===== config.mk =====
export PLATFORM = sky130hd
export DESIGN_NAME = fibonacci_gen
export DESIGN_NICKNAME = d
export VERILOG_FILES = /design/src/rtl/fib_pkg.sv /design/src/rtl/fib_adder.sv /design/src/rtl/fibonacci_gen.sv
export SDC_FILE = /design/constraint.sdc
export NUM_CORES = 1
export LEC_CHECK = 0
export ABC_AREA = 1
export CORE_ASPECT_RATIO = 1.1
export CORE_MARGIN = 2
export CORE_UTILIZATION = 45
export CTS_CLUSTER_SIZE = 25
export DETAILED_ROUTE_END_ITERATION = 8
export GPL_ROUTABILITY_DRIVEN = 0
export PLACE_DENSITY_LB_ADDON = 0.15
export SLEW_MARGIN = 20
export SYNTH_ARGS = -nofsm -noshare
export SYNTH_HDL_FRONTEND = slang
export SYNTH_SLANG_ARGS = --single-unit

===== constraint.sdc =====
create_clock -name clk -period 2.97 [get_ports clk]
set_input_delay 0.594 -clock clk [delete_from_list [all_inputs] [get_ports clk]]
set_output_delay 0.594 -clock clk [all_outputs]
set_load 0.03 [all_outputs]

===== src/rtl/fib_pkg.sv =====
// Shared definitions for the Fibonacci generator: FSM state encoding and default widths.
package fib_pkg;

    typedef enum logic [1:0] {
        IDLE   = 2'd0,
        CALC   = 2'd1,
        STREAM = 2'd2,
        DONE   = 2'd3
    } fib_state_t;

    localparam int FIB_WIDTH = 16;
    localparam int FIB_NW    = 16;

endpackage


===== src/rtl/fib_adder.sv =====
// WIDTH-bit adder with carry-out, shared by the single-result and streaming paths.
module fib_adder #(
    parameter int WIDTH = 16
) (
    input  logic [WIDTH-1:0] a,
    input  logic [WIDTH-1:0] b,
    output logic [WIDTH-1:0] sum,
    output logic             carry
);

    assign {carry, sum} = {1'b0, a} + {1'b0, b};

endmodule


===== src/rtl/fibonacci_gen.sv =====
// Fibonacci generator: returns F(n) in one shot, or streams F(0)..F(n) over a
// valid/ready handshake; aborts with overflow once a term no longer fits WIDTH bits.
module fibonacci_gen
    import fib_pkg::*;
#(
    parameter int WIDTH = FIB_WIDTH,
    parameter int NW    = FIB_NW
) (
    input  logic             clk,
    input  logic             reset,
    input  logic             start,
    input  logic [NW-1:0]    n,
    input  logic             stream,
    output logic [WIDTH-1:0] dout,
    output logic             dout_valid,
    input  logic             dout_ready,
    output logic             done,
    output logic             busy,
    output logic             overflow
);

    fib_state_t       state, state_nxt, launch_state;
    logic [WIDTH-1:0] a, b, sum, dout_q;
    logic [NW-1:0]    k, n_q;
    logic             b_ovf, carry, xfer, last;

    fib_adder #(.WIDTH(WIDTH)) u_adder (
        .a     (a),
        .b     (b),
        .sum   (sum),
        .carry (carry)
    );

    // dout_valid is high for the whole of STREAM, so ready alone completes a handshake
    assign xfer = (state == STREAM) && dout_ready;
    assign last = (k == n_q);

    always_comb begin
        if (stream)
            launch_state = STREAM;
        else if (n <= NW'(1))
            launch_state = DONE;
        else
            launch_state = CALC;
    end

    always_ff @(posedge clk) begin
        if (!reset)
            state <= IDLE;
        else
            state <= state_nxt;
    end

    always_comb begin
        state_nxt = state;
        case (state)
            IDLE, DONE: state_nxt = start ? launch_state : IDLE;
            CALC:       if (last || carry) state_nxt = DONE;
            STREAM:     if (xfer && (last || b_ovf)) state_nxt = DONE;
            default:    state_nxt = IDLE;
        endcase
    end

    always_comb begin
        dout       = (state == STREAM) ? a : dout_q;
        dout_valid = (state == STREAM);
        done       = (state == DONE);
        busy       = (state == CALC) || (state == STREAM);
    end

    // b always runs one term ahead of a; b_ovf marks that b's true value lost its carry
    always_ff @(posedge clk) begin
        if (!reset) begin
            a        <= '0;
            b        <= '0;
            k        <= '0;
            n_q      <= '0;
            b_ovf    <= 1'b0;
            dout_q   <= '0;
            overflow <= 1'b0;
        end else begin
            case (state)
                IDLE, DONE: begin
                    if (start) begin
                        n_q      <= n;
                        a        <= '0;
                        b        <= WIDTH'(1);
                        b_ovf    <= 1'b0;
                        overflow <= 1'b0;
                        k        <= stream ? '0 : NW'(1);
                        if (!stream && (n <= NW'(1)))
                            dout_q <= {{(WIDTH-1){1'b0}}, n[0]};
                    end
                end
                CALC: begin
                    if (last) begin
                        dout_q <= b;
                    end else if (carry) begin
                        dout_q   <= '1;
                        overflow <= 1'b1;
                    end else begin
                        a <= b;
                        b <= sum;
                        k <= k + NW'(1);
                    end
                end
                STREAM: begin
                    if (xfer) begin
                        if (last) begin
                            dout_q <= a;
                        end else if (b_ovf) begin
                            dout_q   <= a;
                            overflow <= 1'b1;
                        end else begin
                            a     <= b;
                            b     <= sum;
                            b_ovf <= carry;
                            k     <= k + NW'(1);
                        end
                    end
                end
                default: ;
            endcase
        end
    end

endmodule


Word-level counts from Yosys, hierarchy flattened. Index checks and enable logic that the tools add are counted. W data, S select, Z words.

Bits in latches: 0. Bits in registers: 84. Memories: 0. RAM bits: 0. Bits of input ports: 21. Logic and storage cells: 92. Bits in read-only memories: 0.

Add/subtract/negate cells: 2. Reductions and logical operators: 16. Bitwise operators: 0. Div/mod/pow operators: 0. Shifts and indexed selects: 0. $mul: 0. Equal/unequal tests: 17. Order comparisons: 1. Mux-type cells: 48.

Operators with widths (number): $mux W16 (26); $pmux W16 S3 (4); $add A16 B16 Y17 (1); $add A16 B1 Y16 const B (1); $eq A16 B16 Y1 (1); $le A16 B1 Y1 const B (1); $ne A2 B2 Y1 const B (8); $reduce_and A6 Y1 (2); $mux W1 (10); $mux W2 (5); $ne A2 B1 Y1 const B (3); $pmux W2 S3 (1); $reduce_and A5 Y1 (1); $eq A2 B2 Y1 const B (2); $reduce_and A2 Y1 (2); $reduce_and A4 Y1 (1); $logic_and A1 B1 Y1 (3); $logic_or A1 B1 Y1 (3); $ne A3 B1 Y1 const B (1); $ne A3 B3 Y1 const B (1); $pmux W1 S3 (1); $eq A2 B1 Y1 const B (1); $logic_not A2 Y1 (1); $pmux W1 S2 (1); other kinds (3) (3).

Logic depth before layout (Yosys ltp). Gate-level depths: netlist of the first run.

Depth in word-level cells: 5. Gate-level depth with buffers: 16.

By module. A second synthesis of the first run with hierarchy kept.

Cell total of the unflattened synthesis: 893. Area total of the unflattened synthesis: 5530.3 µm².

Modules (own cells, without submodules): fibonacci_gen (seq. area each 1681.6 µm², instances 1, cells an instance 708, area an instance 4550.6 µm²); fib_adder (seq. area each 0.0 µm², instances 1, cells an instance 185, area an instance 979.7 µm²).

Worst setup path after synthesis of the first run. OpenSTA, ideal clock, no wires.

Kind: reg2out. From: register state[0]. To: output port dout[10]. Cell stages (with the launch flop): 7. Slack: 0.385 ns. Required time: 2.376 ns. Buffers on the path: 2. Arrival time: 1.991 ns. Cells stage by stage: dfxtp_1 inv_1 ha_1 inv_2 clkbuf_1 clkbuf_1 o21ai_0.

Word-level cells in the longest chain between the ends: 2.

Ends and longest elaborated chain: from (decl) (line fibonacci_gen.sv:22) `fib_state_t state, state_nxt, launch_state;`; from (signal assigned) (line fibonacci_gen.sv:51) `state <= state_nxt;`; $eq A2 B2 Y1; via dout_valid (line fibonacci_gen.sv:15) `output logic dout_valid,`; $mux W16 (line fibonacci_gen.sv:65) `dout = (state == STREAM) ? a : dout_q;`; to (decl) (line fibonacci_gen.sv:14) `output logic [WIDTH-1:0] dout,`.

The timed path passes the listed nets, and every way through them passes these cells.

Worst setup path after layout of the first run.
From: register state[0]. To: output port dout[9].

Word-level cells in the longest chain between the ends: 2.

Ends and longest elaborated chain (line): $eq A2 B2 Y1 (fibonacci_gen.sv:65); $mux W16 (fibonacci_gen.sv:65).

Every way passes these cells.

==> results of run 1 <==
where the power goes:
part           internal [mW]  switching (mW)  leakage (nW)  total [mW]
sequential              1.29          0.0985         0.683        1.39
combinational          0.658            1.34          1.94        2.00
clock                  0.729           0.466         0.148        1.20
total                   2.68            1.91          2.77        4.58
what timing repair did:
action | CTS | global route
endpoints found under the hold margin | 0 | 0
setup endpoints to repair | 0 | 15
gates resized for setup | 0 | 2
registers in the layout (all words and copies together) (netlist names):
name and cells:
b_ovf 1, n_q 16, overflow 1, dout_q 16, b 16, a 16, k 16, state 2
area by class of cell:
| type | count | area share, % |
|---|---|---|
| clock buffer | 10 | 3.45 |
| clock inverter | 5 | 1.17 |
| inverter | 124 | 7.06 |
| multi-input combinational | 711 | 51.7 |
| sequential | 84 | 25.4 |
| tap | 157 | 2.96 |
| timing repair buffer | 55 | 8.30 |
worst reg2reg max path: stages (launching register included):
cell	delay (ps)
dfxtp_1	400
ha_1	250
inv_1	70
fa_1	390
inv_1	100
nand3_1	70
nand2_1	130
nand2_1	60
nand2_1	90
nand2_1	90
nand2_1	100
nand2_1	100
nand4_2	190
buf_4	310
nand2_1	90
nand2_1	60
nor2_1	40
routing by layer:
metal	vias up	track usage, %
li1	3064	-
met1	2578	27.1
met2	100	42.1
met3	26	2.65
met4	0	10.1
met5	-	0
per-stage QoR:
step                      power, mW  worst slack, ps
after global placement         3.40              356
final                          4.58              261
after floorplan                2.86              385
after global routing           4.89             23.0
after detailed placement       3.42              368
after CTS                      4.61              119
kinds of logic (layout without fill, tap and decap cells):
group                    after synthesis  after routing  share of synthesized area [%]
flip-flops                            84             84                           29.0
adder cells (fa/ha/maj)               21             21                           4.65
XOR/XNOR                              17             17                           2.56
AND/OR/NAND/NOR                      549            549                           40.2
buffers and inverters                170            194                           12.2
AO/OA/AOI/OAI                        124            124                           11.4
final timing paths:
| kind | to | cells past startpoint |
|---|---|---|
| setup / recovery | dout[9] | 6 |
| hold / removal | n_q[7]$_SDFFE_PN0P_ | 2 |
| setup reg to reg | b[0]$_SDFFE_PN0P_ | 16 |
| hold reg to reg | n_q[7]$_SDFFE_PN0P_ | 2 |
cells in the final DEF, fill, tap and decap left out, drive strengths merged, types with 4 or more instances in the layout:
| master | count |
|---|---|
| nand2 | 315 |
| ha | 20 |
| o21ai | 46 |
| nor3 | 11 |
| xor2 | 13 |
| nor3b | 4 |
| nor2 | 115 |
| clkbuf | 10 |
| clkinv | 9 |
| inv | 117 |
| nand3 | 90 |
| nand4 | 6 |
| buf | 15 |
| dfxtp | 84 |
| a21oi | 76 |
| clkdlybuf4s50 | 40 |
| xnor2 | 4 |
==> flow_metrics.py, run 1 <==
metrics = {
    "sta": {
        "rsz0062_at_grt": "false",
        "fmax_mhz": 369,
        "drv_slew": 0,
        "fin_tns_setup_ps": 0,
        "setup_viol": 0,
        "skew_ps": 3.96,
        "min_period_ps": 2710,
        "slew_headroom_pct": 54.0,
        "hold_viol_final": 0,
        "worstMarginPinSlew_ps": 690,
        "worst_hold_slack_ps": 470,
        "post-route-period-util_pct": 91.2,
    },
    "clock_network": {
        "clkLatencyLatePin_ps": 340,
        "cts_setup_buffers": 0,
        "root_buffer": "clkbuf_16",
        "cts_inserted_buffers": 9,
        "h-tree-depth": 3,
        "cts_max_path_buffers": 2,
        "cts_tree": "done",
        "path_clk_slew_ps": 60,
        "cts_sinks": 84,
        "postCtsHoldBufs": 0,
    },
    "global_route": {
        "grt_max_degree": 56,
        "track_usage_pct": 22.9,
        "grt_pass1_wl_um": 25500,
        "grt_overflow": 0,
        "grt_pass1_vias": 5317,
        "grt_antenna_before_repair": 0,
    },
    "final_layout": {
        "fin_util_pct": 52.7,
        "fin_nets": 1027,
        "multi_input_area_um2": 3430,
        "stdcell_count": 1146,
        "diodes": 0,
        "fillerInstances": 1352,
        "area_delta_synth_final_pct": 14.2,
        "drive_above_1_share_pct": 7.38,
        "fin_area_um2": 6630,
        "seqCellArea_um2": 1680,
    },
    "floorplan": {
        "die_w_um": 112,
        "start_util_pct": 46.1,
        "die_h_um": 123,
        "io_pins": 41,
        "die-area_um2": 13800,
        "placement_rows": 43,
        "coreArea_um2": 12600,
    },
    "job": {
        "drv_cap": 0,
    },
    "synthesis": {
        "ys_seq_area_share_pct": 29.0,
        "synth_cells": 965,
        "synthArstFlopShare_pct": 0,
        "synth_area_leaders": "dfxtp_1 29%, nand2_1 19%, nand3_1 7.6%",
        "yosys.area.top_type_share_pct": 29.0,
        "post-synth-top-count-cell": "nand2_1",
        "synth_area_um2": 5810,
        "ys_ff_latch": 84,
        "synth_commonest_cells": "300 x nand2_1, 112 x nor2_1, 107 x inv_1, 88 x nand3_1, 84 x dfxtp_1",
        "synth_edf_count": 0,
        "synthFlopType": "dfxtp_1",
        "yosysWarningCount": 0,
        "synth_area_per_cell_um2": 6.02,
        "synth_fp_nets": 1007,
        "synth.largest_area_cell": "dfxtp_1",
        "yosysUniqueCellTypes": 36,
    },
    "routing": {
        "wl_met1_um": 6450,
        "drtPass1Iterations": 5,
        "drc": 0,
        "drt_wl_total_um": 15400,
        "via_per_inst": 5.03,
        "num_vias": 5768,
        "wl_met3_um": 442,
        "wl_met2_um": 8090,
        "wl_per_cell_um": 13.4,
        "top_layer": "met4",
        "drt-initial-drc-count": 309,
        "ant_nets": 0,
    },
    "power": {
        "peakVddDrop_uv": 483,
        "power.density_nw_per_um2": 691,
        "leakage_nw": 2.77,
    },
    "placement": {
        "hpwlAfterDp_um": 11200,
        "dpl-instance-area_um2": 6320,
        "place_inst": 1131,
        "io_buffers": 40,
    },
    "critical_path": {
        "criticalPathCategory": "reg2out",
        "critical_path_required_ps": 2380,
        "r2r_slack_ps": 330,
        "crit_chain": "inv_1 > ha_2 > inv_4 > nand2_1 > o21ai_0 > clkdlybuf4s50_1",
        "reg2reg_from": "a[0]$_SDFFE_PN0P_",
        "cp-startpoint": "state[0]$_SDFFE_PN0P_",
        "cp.arrival_ps": 2120,
        "cpMaxStageDelayCell": "clkdlybuf4s50_1",
        "crit_family": "buffers and inverters",
        "worstSetupEndpointType": "output pin",
        "crit_buf_inv": 3,
        "startpoint_type": "flop",
        "critPathMaxFanout": 37,
        "cpPeakStageDelay_ps": 690,
    },
    "hold_path": {
        "min-delay-start": "n_q[7]$_SDFFE_PN0P_",
        "hold_path.class": "reg2reg",
    },
    "status": {
        "status": "finished, final reports clean",
    },
}
(Power assumes the default switching activity.)
==> inputs of run 2 (changes only) <==
--- a/config.mk
+++ b/config.mk
@@ -6,6 +6,7 @@
 export NUM_CORES = 1
 export LEC_CHECK = 0
 export ABC_AREA = 1
+export ABC_CLOCK_PERIOD_IN_PS = 3500
 export CORE_ASPECT_RATIO = 1.1
 export CORE_MARGIN = 2
 export CORE_UTILIZATION = 45
==> constraint.sdc (replaced) <==
create_clock -name clk -period 3.5 [get_ports clk]
set_input_delay 0.7 -clock clk [delete_from_list [all_inputs] [get_ports clk]]
set_output_delay 0.7 -clock clk [all_outputs]
set_load 0.03 [all_outputs]
==> flow_metrics.py, run 2 (same netlist as run 1, synthesis figures left out) <==
metrics = {
    "critical_path": {
        "r2r-end": "k[14]$_SDFFE_PN0P_",
        "critPathMaxFanout": 37,
        "startpoint_type": "flop",
        "r2r_slack_ps": 800,
        "critical_path_required_ps": 2800,
        "r2r_cells": 11,
        "cp-startpoint": "state[0]$_SDFFE_PN0P_",
        "worstSetupEndpoint": "dout[8]",
        "reg2reg_from": "state[0]$_SDFFE_PN0P_",
        "worstSetupEndpointType": "output pin",
        "criticalPathCategory": "reg2out",
        "cp.arrival_ps": 2360,
    },
    "sta": {
        "fmax_mhz": 327,
        "skew_ps": 7.36,
        "worstMarginPinSlew_ps": 691,
        "slew_headroom_pct": 53.9,
        "fin_tns_setup_ps": 0,
        "layout_setup_ws_ps": 442,
        "post-route-period-util_pct": 87.4,
        "min_period_ps": 3060,
        "setup_viol": 0,
        "drv_slew": 0,
        "rsz0062_at_grt": "false",
        "hold_viol_final": 0,
    },
    "final_layout": {
        "fin_area_um2": 6560,
        "mostFrequentLayoutCells": "300 x nand2_1, 111 x nor2_1, 107 x inv_1, 88 x nand3_1, 84 x dfxtp_1",
        "final_common_cell": "nand2_1",
        "drive_above_1_share_pct": 6.91,
        "fin_util_pct": 52.1,
        "diodes": 0,
        "area_delta_synth_final_pct": 12.9,
        "fin_nets": 1021,
    },
    "routing": {
        "via_per_inst": 5.09,
        "drc": 0,
        "drt_wl_total_um": 15200,
        "wl_per_cell_um": 13.3,
        "drtPass1Iterations": 5,
        "num_vias": 5810,
        "ant_nets": 0,
        "drt-initial-drc-count": 367,
    },
    "power": {
        "peakVddDrop_uv": 378,
        "leakage_nw": 2.73,
        "total_power_mw": 3.81,
        "power.density_nw_per_um2": 581,
    },
    "clock_network": {
        "cts_setup_buffers": 0,
        "clkLatencyLatePin_ps": 350,
        "path_clk_slew_ps": 70,
        "cts.repair.resized": 0,
        "cts_inserted_buffers": 9,
        "postCtsHoldBufs": 0,
        "cts_tree": "done",
        "h-tree-depth": 3,
        "cts_sinks": 84,
        "cts_max_path_buffers": 2,
        "root_buffer": "clkbuf_16",
    },
    "placement": {
        "post-place-ws_ps": 795,
        "hpwlAfterDp_um": 10800,
        "io_buffers": 40,
        "dpl-instance-area_um2": 6250,
    },
    "floorplan": {
        "io_pins": 41,
        "coreArea_um2": 12600,
        "die-area_um2": 13800,
        "start_util_pct": 46.1,
        "placement_rows": 43,
        "die_w_um": 112,
        "die_h_um": 123,
    },
    "global_route": {
        "grt_overflow": 0,
        "grt_pass1_wl_um": 25400,
        "grt_pass1_vias": 5402,
        "grt_max_degree": 56,
        "track_usage_pct": 22.7,
        "grt_antenna_before_repair": 0,
    },
    "status": {
        "status": "finished, final reports clean",
    },
    "hold_path": {
        "hold_path.class": "reg2reg",
        "whs_path_depth": 2,
    },
    "job": {
        "drv_cap": 0,
    },
}
## run 2: worst min-delay path by stage
stage          slack, ps                 start                   end
2_1_floorplan        440  n_q[10]$_SDFFE_PN0P_  n_q[10]$_SDFFE_PN0P_
3_3_place_gp         460   n_q[3]$_SDFFE_PN0P_   n_q[3]$_SDFFE_PN0P_
3_5_place_dp         460   n_q[7]$_SDFFE_PN0P_   n_q[7]$_SDFFE_PN0P_
4_1_cts              470  n_q[15]$_SDFFE_PN0P_  n_q[15]$_SDFFE_PN0P_
5_1_grt              490   n_q[1]$_SDFFE_PN0P_   n_q[1]$_SDFFE_PN0P_
6_report             470   n_q[9]$_SDFFE_PN0P_   n_q[9]$_SDFFE_PN0P_
## run 2: area by class of cell
| class | instances | area, um^2 |
|---|---|---|
| inverters | 124 | 465 |
| fillers | 1372 | 6030 |
| clock inverters | 5 | 60.1 |
| flip-flops and latches | 84 | 1680 |
| well taps | 157 | 196 |
| multi-input cells | 711 | 3430 |
| clock buffers | 11 | 243 |
| repair buffers | 49 | 480 |
## run 2: where the power goes
group | switching, mW | internal [mW] | leakage [nW] | total, mW
registers | 0.0815 | 1.09 | 0.683 | 1.18
logic | 1.13 | 0.505 | 1.90 | 1.64
clock network | 0.418 | 0.576 | 0.146 | 0.994
## run 2: per-layer routing
layer	global-route usage (%)	share of wire, %
met1	26.3	43
met2	43.0	53
met3	2.84	2.7
met4	8.54	1.9
met5	0	0
## run 2: metrics by stage
stage / instances / hold WS, ps
floorplan: 965 / 444
global placement: 1125 / 455
detailed placement: 1125 / 460
CTS: 1141 / 470
global route: 1141 / 494
finish: 1141 / 468
## run 2: critical path, stage by stage (launching register included)
cell and delay [ps]:
dfxtp_1 380, inv_1 60, ha_2 270, inv_2 420, nand2_1 90, o21ai_0 90, clkdlybuf4s50_1 700
==> inputs of run 3 (changes only) <==
--- a/config.mk
+++ b/config.mk
@@ -10,6 +10,7 @@
 export CORE_ASPECT_RATIO = 1.1
 export CORE_MARGIN = 2
 export CORE_UTILIZATION = 45
+export CTS_BUF_LIST = sky130_fd_sc_hd__clkbuf_16
 export CTS_CLUSTER_SIZE = 25
 export DETAILED_ROUTE_END_ITERATION = 8
 export GPL_ROUTABILITY_DRIVEN = 0
==> flow_metrics.py, run 3 (same netlist as run 1, synthesis figures left out) <==
metrics = {
    "status": {
        "status": "finished, final reports clean",
    },
    "routing": {
        "drtPass1Iterations": 5,
        "drt_wl_total_um": 15300,
        "wl_per_cell_um": 13.4,
        "wl_met1_um": 6510,
        "drc": 0,
        "wl_met2_um": 8000,
        "top_layer": "met4",
        "via_per_inst": 5.08,
        "ant_nets": 0,
        "num_vias": 5798,
        "wl_met3_um": 420,
        "drt-initial-drc-count": 384,
    },
    "critical_path": {
        "r2r_slack_ps": 780,
        "worstSetupEndpointType": "output pin",
        "startpoint_type": "flop",
        "criticalPathCategory": "reg2out",
        "critPathMaxFanout": 37,
        "critical_path_required_ps": 2800,
        "r2r_cells": 11,
        "cp.arrival_ps": 2360,
    },
    "sta": {
        "min_period_ps": 3060,
        "fmax_mhz": 327,
        "skew_ps": 7.21,
        "rsz0062_at_grt": "false",
        "hold_viol_final": 0,
        "worstMarginPinSlew_ps": 691,
        "setup_viol": 0,
        "slew_headroom_pct": 54.0,
        "post-route-period-util_pct": 87.4,
        "drv_slew": 0,
        "fin_tns_setup_ps": 0,
    },
    "clock_network": {
        "cts_sinks": 84,
        "postCtsHoldBufs": 0,
        "cts_setup_buffers": 0,
        "h-tree-depth": 3,
        "path_clk_slew_ps": 70,
        "clkLatencyLatePin_ps": 350,
        "cts.repair.resized": 0,
        "root_buffer": "clkbuf_16",
        "cts_tree": "done",
        "cts_inserted_buffers": 9,
        "cts_max_path_buffers": 2,
    },
    "power": {
        "peakVddDrop_uv": 381,
        "power.density_nw_per_um2": 578,
        "leakage_nw": 2.73,
    },
    "final_layout": {
        "fin_util_pct": 52.0,
        "fin_area_um2": 6550,
        "final_common_cell": "nand2_1",
        "mostFrequentLayoutCells": "300 x nand2_1, 111 x nor2_1, 108 x inv_1, 88 x nand3_1, 84 x dfxtp_1",
        "drive_above_1_share_pct": 6.81,
        "fin_nets": 1021,
        "diodes": 0,
        "area_delta_synth_final_pct": 12.7,
    },
    "global_route": {
        "grt_overflow": 0,
        "grt_pass1_vias": 5394,
        "grt_max_degree": 56,
        "grt_pass1_wl_um": 25300,
        "grt_antenna_before_repair": 0,
        "track_usage_pct": 22.7,
    },
    "placement": {
        "hpwlAfterDp_um": 10800,
        "io_buffers": 40,
        "dpl-instance-area_um2": 6250,
    },
    "floorplan": {
        "die_w_um": 112,
        "die_h_um": 123,
        "coreArea_um2": 12600,
        "placement_rows": 43,
        "start_util_pct": 46.1,
        "io_pins": 41,
        "die-area_um2": 13800,
    },
    "job": {
        "drv_cap": 0,
    },
    "hold_path": {
        "hold_path.class": "reg2reg",
        "whs_path_depth": 2,
    },
}
-- run 3: cell count changes in the layout (fill, tap and decap cells not counted), sizes merged --
cell    delta
clkbuf     -2
clkinv     +1
inv        +1
-- run 3: metrics by stage --
step                setup WS (ps)  hold slack, ps  power, mW  instances
global route                  217             494       4.02       1141
detailed placement            795             460       2.84       1125
CTS                           418             470       3.81       1141
finish                        440             467       3.79       1141
global placement              803             455       2.83       1125
floorplan                     809             444       2.43        965
-- run 3: worst paths after layout --
path,from,to
worst min-delay path,n_q[9]$_SDFFE_PN0P_,n_q[9]$_SDFFE_PN0P_
worst max register to register,state[0]$_SDFFE_PN0P_,k[14]$_SDFFE_PN0P_
worst max-delay path,state[0]$_SDFFE_PN0P_,dout[8]
worst min register to register,n_q[9]$_SDFFE_PN0P_,n_q[9]$_SDFFE_PN0P_
-- run 3: critical path: stages, from the launching register on --
cell and delay (ps):
dfxtp_1 380, inv_1 60, ha_2 270, inv_2 420, nand2_1 90, o21ai_0 90, clkdlybuf4s50_1 700
-- run 3: final cells by class --
class / count / area [um^2]
Clock buffer: 9 / 225
Sequential cell: 84 / 1680
Tap cell: 157 / 196
Timing Repair Buffer: 49 / 480
Clock inverter: 7 / 67.6
Multi-Input combinational cell: 711 / 3430
Fill cell: 1373 / 6040
Inverter: 124 / 465
-- run 3: power breakdown --
group / internal [mW] / switching (mW)
Clock: 0.551 / 0.423
Combinational: 0.505 / 1.13
Sequential: 1.09 / 0.0819
Total: 2.15 / 1.64
-- run 3: layer usage --
metal | vias up | track usage [%]
li1 | 3050 | -
met1 | 2626 | 26.2
met2 | 98 | 42.8
met3 | 24 | 2.84
met4 | 0 | 8.54
met5 | - | 0
